[src/rtl/irq_pkg.sv]
// Shared types and constants for the interrupt scheduler.
// Arbitration mode is selected by IRQ_ROUND_ROBIN_EN (see irq_scheduler.sv).
package irq_pkg;

   localparam int IRQ_NUM_SRC   = 4;
   localparam int IRQ_VEC_W     = 6;
   localparam int IRQ_ISR_SHIFT = 4;
   localparam int IRQ_ID_W      = 2;

   typedef enum logic [1:0] {
      IDLE    = 2'd0,
      REQ     = 2'd1,
      SERVICE = 2'd2
   } irq_state_e;

   function automatic logic [IRQ_NUM_SRC-1:0] id_onehot(input logic [IRQ_ID_W-1:0] id);
      id_onehot = {{(IRQ_NUM_SRC-1){1'b0}}, 1'b1} << id;
   endfunction

endpackage

[src/rtl/irq_arbiter.sv]
// Combinational arbiter: searches req starting just after ptr and returns the first hit.
// Tying ptr to 3 turns it into a lowest-index-wins priority encoder.
module irq_arbiter
   import irq_pkg::*;
(
   input  logic [IRQ_NUM_SRC-1:0] req,
   input  logic [IRQ_ID_W-1:0]    ptr,
   output logic [IRQ_ID_W-1:0]    grant_id,
   output logic                   grant_valid
);

   logic [IRQ_ID_W-1:0] idx_s;

   // rotating search; the index wraps naturally in IRQ_ID_W bits
   always_comb begin
      grant_valid = 1'b0;
      grant_id    = {IRQ_ID_W{1'b0}};
      idx_s       = {IRQ_ID_W{1'b0}};
      for (int k = 0; k < IRQ_NUM_SRC; k++) begin
         idx_s = ptr + IRQ_ID_W'(k + 1);
         if (!grant_valid && req[idx_s]) begin
            grant_valid = 1'b1;
            grant_id    = idx_s;
         end else begin
            grant_valid = grant_valid;
            grant_id    = grant_id;
         end
      end
   end

endmodule

[src/rtl/irq_scheduler.sv]
// Edge-triggered interrupt scheduler feeding a single CPU request line.
// Define IRQ_ROUND_ROBIN_EN for round-robin arbitration; default is fixed priority.
module irq_scheduler
   import irq_pkg::*;
#(
   parameter int NUM_SRC   = IRQ_NUM_SRC,
   parameter int VEC_W     = IRQ_VEC_W,
   parameter int ISR_SHIFT = IRQ_ISR_SHIFT
) (
   input  logic                sys_clk,
   input  logic                sys_rst,
   input  logic [NUM_SRC-1:0]  irq_src,
   input  logic                mask_we,
   input  logic [NUM_SRC-1:0]  mask_wd,
   output logic [NUM_SRC-1:0]  mask_rd,
   output logic                cpu_irq,
   input  logic                cpu_ack,
   input  logic                cpu_done,
   output logic [IRQ_ID_W-1:0] isr_id,
   output logic [VEC_W-1:0]    isr_addr,
   output logic [NUM_SRC-1:0]  pending,
   output logic                busy
);

   irq_state_e          state_q, state_d;
   logic [NUM_SRC-1:0]  src_q, src_prev_q;
   logic [NUM_SRC-1:0]  pending_q, pending_d;
   logic [NUM_SRC-1:0]  mask_q;
   logic [NUM_SRC-1:0]  rise_s, clr_s, req_s;
   logic [IRQ_ID_W-1:0] isr_id_q, isr_id_d;
   logic [IRQ_ID_W-1:0] grant_id_s, rr_ptr_s;
   logic                grant_valid_s, ack_s;
   logic                cpu_irq_q, cpu_irq_d;
   logic                busy_q, busy_d;

   assign ack_s  = (state_q == REQ) && cpu_ack;
   assign rise_s = src_q & ~src_prev_q;
   assign clr_s  = ack_s ? id_onehot(isr_id_q) : {NUM_SRC{1'b0}};
   assign req_s  = pending_q & mask_q;
   // OR-ing the set after the clear lets a fresh edge survive a same-cycle ack
   assign pending_d = (pending_q & ~clr_s) | rise_s;

`ifdef IRQ_ROUND_ROBIN_EN
   logic [IRQ_ID_W-1:0] rr_ptr_q;

   // last-granted pointer, advanced when the core takes the interrupt
   always_ff @(posedge sys_clk) begin
      if (sys_rst) begin
         rr_ptr_q <= 2'd3;
      end else if (ack_s) begin
         rr_ptr_q <= isr_id_q;
      end else begin
         rr_ptr_q <= rr_ptr_q;
      end
   end

   assign rr_ptr_s = rr_ptr_q;
`else
   assign rr_ptr_s = 2'd3;
`endif

   irq_arbiter u_arbiter (
      .req         (req_s),
      .ptr         (rr_ptr_s),
      .grant_id    (grant_id_s),
      .grant_valid (grant_valid_s)
   );

   // next-state and registered-output decode
   always_comb begin
      state_d  = state_q;
      isr_id_d = isr_id_q;
      case (state_q)
         IDLE: begin
            if (grant_valid_s) begin
               state_d  = REQ;
               isr_id_d = grant_id_s;
            end else begin
               state_d = IDLE;
            end
         end
         REQ: begin
            if (cpu_ack) begin
               state_d = SERVICE;
            end else begin
               state_d = REQ;
            end
         end
         SERVICE: begin
            if (cpu_done) begin
               state_d = IDLE;
            end else begin
               state_d = SERVICE;
            end
         end
         default: state_d = IDLE;
      endcase
      cpu_irq_d = (state_d == REQ);
      busy_d    = (state_d != IDLE);
   end

   // state, edge detect, pending and mask registers
   always_ff @(posedge sys_clk) begin
      if (sys_rst) begin
         state_q    <= IDLE;
         src_q      <= {NUM_SRC{1'b0}};
         src_prev_q <= {NUM_SRC{1'b0}};
         pending_q  <= {NUM_SRC{1'b0}};
         mask_q     <= {NUM_SRC{1'b1}};
         isr_id_q   <= {IRQ_ID_W{1'b0}};
         cpu_irq_q  <= 1'b0;
         busy_q     <= 1'b0;
      end else begin
         state_q    <= state_d;
         src_q      <= irq_src;
         src_prev_q <= src_q;
         pending_q  <= pending_d;
         isr_id_q   <= isr_id_d;
         cpu_irq_q  <= cpu_irq_d;
         busy_q     <= busy_d;
         if (mask_we) begin
            mask_q <= mask_wd;
         end else begin
            mask_q <= mask_q;
         end
      end
   end

   assign mask_rd  = mask_q;
   assign pending  = pending_q;
   assign cpu_irq  = cpu_irq_q;
   assign busy     = busy_q;
   assign isr_id   = isr_id_q;
   assign isr_addr = VEC_W'({isr_id_q, {ISR_SHIFT{1'b0}}});

endmodule
[config.mk]
export PLATFORM = sky130hd
export DESIGN_NAME = irq_scheduler
export DESIGN_NICKNAME = d
export VERILOG_FILES = /design/src/rtl/irq_pkg.sv /design/src/rtl/irq_arbiter.sv /design/src/rtl/irq_scheduler.sv
export SDC_FILE = /design/constraint.sdc
export NUM_CORES = 1
export LEC_CHECK = 0
export CAP_MARGIN = 20
export CORE_UTILIZATION = 45
export CTS_BUF_LIST = sky130_fd_sc_hd__clkbuf_16
export CTS_CLUSTER_SIZE = 24
export DETAILED_ROUTE_END_ITERATION = 12
export GPL_TIMING_DRIVEN = 1
export HOLD_SLACK_MARGIN = 0.03
export PLACE_DENSITY = 0.81
export SYNTH_ARGS = -nofsm -noshare
export SYNTH_HDL_FRONTEND = slang
export SYNTH_SLANG_ARGS = --single-unit
[constraint.sdc]
create_clock -name sys_clk -period 1.7 [get_ports sys_clk]
set_input_delay 0.255 -clock sys_clk [delete_from_list [all_inputs] [get_ports sys_clk]]
set_output_delay 0.255 -clock sys_clk [all_outputs]
set_load 0.05 [all_outputs]
==> impl_metrics.tcl <==
set metrics [dict create \
    finalMaxSlewViolations 0 \
    syn-cell-area_um2 826 \
    setup_viol 0 \
    path_cells "clkdlybuf4s50_1 -> nand3b_4 -> or3_1 -> a32o_1" \
    startpoint "cpu_ack" \
    critPathCaptureType "register" \
    cts_resized 0 \
    setup_ws_ps 392 \
    ioPinCount 31 \
    rsz0062_at_grt "no" \
    p_per_area_nw_per_um2 1240 \
    viasPerCell 4.90 \
    ys_warn_count 0 \
    critPathTopFamily "buffers and inverters" \
    post-cts-setup-buffers 0 \
    clk_pin_slew_ps 50 \
    finalSetupTns_ps 0 \
    grt_max_degree 12 \
    post-route-util_pct 64.9 \
    fin_crit_sh_pct 77.0 \
    cp_slowest_stage_delay_ps 520 \
    cts_tree "done" \
    reg2reg_depth 3 \
    drive_gt1_share_pct 21.1 \
    hold_viol 0 \
    register_area_um2 440 \
    die_h_um 44.8 \
    numCtsBuffers 3 \
    critPathArrivalTime_ps 1450 \
    crit_fanout 5 \
    floorplan.initialDensity_pct 47.8 \
    ir_drop_uv 651 \
    clock-sinks 22 \
    clk_latency_ps 250 \
    postCtsHoldBufs 0 \
    htree_levels 1 \
    synth.ff_latch_count 22 \
    period_minus_slack_ps 1310 \
    rr_endpoint "pending[3]" \
    status "completed" \
    wl_per_cell_um 12.0 \
    gr-usage-all-layers_pct 17.9 \
    drt_pass1_iterations 4 \
    ant_nets 0 \
    whs_path_depth 1 \
    dp_slack_ps 130 \
    routed_wl_um 1610 \
    gp_congestion 0.735 \
    gr-total-overflow 0 \
    hold_end "pending[1]" \
    worstHoldPathType "register to register" \
    drv_cap 0 \
    drt_iter0_drc 12 \
    dpl.hpwl_um 1160 \
    min_from "src_prev_q[1]" \
    grt_pass1_wl_um 2520 \
    cp.required_ps 1840 \
    crit_slowest_cell "clkdlybuf4s50_1" \
    cts_buffer_depth 2 \
    fin_cells 134 \
    crit_cells 4 \
    num_rows 15 \
    synth_cells 85 \
    max_freq_mhz 764 \
    leakage_nw 0.505 \
    yosysSeqAreaShare_pct 53.3 \
    dieArea_um2 2010 \
    r2r_slack_ps 420 \
    cts_root_buffer "clkbuf_16" \
    multi_input_area_um2 314 \
    grt_pass1_vias 583 \
    start_kind "primary input" \
    fill_cells 150 \
    finClkSkew_ps 1.05 \
    coreArea_um2 1730 \
    die_x_um 44.8 \
    grt_antenna_before_repair 0 \
    dp_cells 131 \
    port_buffers 26 \
    path_class "primary input to register" \
    antenna_cells 0 \
    reg2reg_from "state_q[0]" \
    vias 657 \
    syn_area_per_cell_um2 9.72 \
    drc 0 \
    synth_cell_types 24 \
    finalNetCount 124 \
    path_buf_inv 1 \
    syn2layout_area_growth_pct 35.6 \
]
through the flow:
step	hold slack (ps)	area (µm²)	total power (W)
final	418	1120	0.00139
after global routing	442	1120	0.00145
after CTS	420	1120	0.00140
after detailed placement	412	1040	0.000923
after floorplan	338	837	0.000835
after global placement	401	1040	0.000917
worst max-delay path by stage:
stage / to / slack, ps
6_report: pending[3] / 390
5_1_grt: pending[3] / 350
3_5_place_dp: pending[3] / 130
4_1_cts: pending[3] / 390
3_3_place_gp: pending[3] / 140
2_1_floorplan: pending[3] / 200
synthesized netlist by cell type, drive strengths merged:
library cell / n / area share (%)
a221oi: 1 / 1.1
a31o: 1 / 1.1
buf: 6 / 5.5
nor2: 2 / 0.91
inv: 7 / 3.2
nand2: 12 / 5.5
or3: 1 / 0.76
a31oi: 1 / 0.76
a22oi: 1 / 0.91
o21ai: 4 / 2.4
mux2i: 4 / 4.8
clkbuf: 3 / 1.4
a311o: 1 / 1.4
conb: 1 / 0.45
a211oi: 1 / 0.91
dfxtp: 22 / 53
nor2b: 5 / 3.8
a32o: 1 / 1.2
o31a: 1 / 1.2
nand2b: 1 / 0.76
o311ai: 3 / 3.2
nand3b: 1 / 2.4
or2: 1 / 0.76
a21oi: 4 / 2.4
cell type report:
type / count / area share [%]
clock buffer: 3 / 6.70
multi-input combinational: 50 / 28.0
sequential: 22 / 39.3
tap: 25 / 2.79
inverter: 7 / 2.35
timing repair buffer: 27 / 20.8
kinds of logic after synthesis:
logic type,count (synthesis),share of synthesized area [%]
and+or+nand+nor,23,14.8
DFF,22,53.3
AOI/OAI and AO/OA,19,16.5
buffers and inverters,16,10.0
muxes,4,4.85
other,1,0.454
routing by layer:
metal	vias to the layer above	track usage, %	share of wire (%)
met5	-	0	0
met4	0	12.7	2.6
met3	5	3.60	7.6
met2	35	28.5	45
met1	287	21.5	44
li1	330	-	-
registers in the layout, summed over array words and instances, names as in the netlist:
name / cells
state_q: 2
busy: 1
mask_rd: 4
cpu_irq: 1
src_q: 4
pending: 4
isr_id: 2
src_prev_q: 4
placed cells by master, fill, tap and decap left out, drive strengths merged:
cell           netlist  layout
dfxtp               22      22
buf                  6      15
nand2               12      12
clkdlybuf4s50        0      12
inv                  7       7
nor2b                5       5
o21ai                4       4
mux2i                4       4
a21oi                4       4
conb                 1       4
o311ai               3       3
clkbuf               3       3
nor2                 2       2
a22oi                1       1
a311o                1       1
nand2b               1       1
a31oi                1       1
nand3b               1       1
a31o                 1       1
a221oi               1       1
or2                  1       1
or3                  1       1
a32o                 1       1
o31a                 1       1
a211oi               1       1
power by group:
group / internal (W) / switching (W) / total (W)
Combinational: 0.000114 / 0.000204 / 0.000318
Clock: 0.000310 / 0.000164 / 0.000475
Sequential: 0.000559 / 0.0000371 / 0.000596
Total: 0.000983 / 0.000406 / 0.00139
Note: power is estimated with default switching activity, not from simulation.
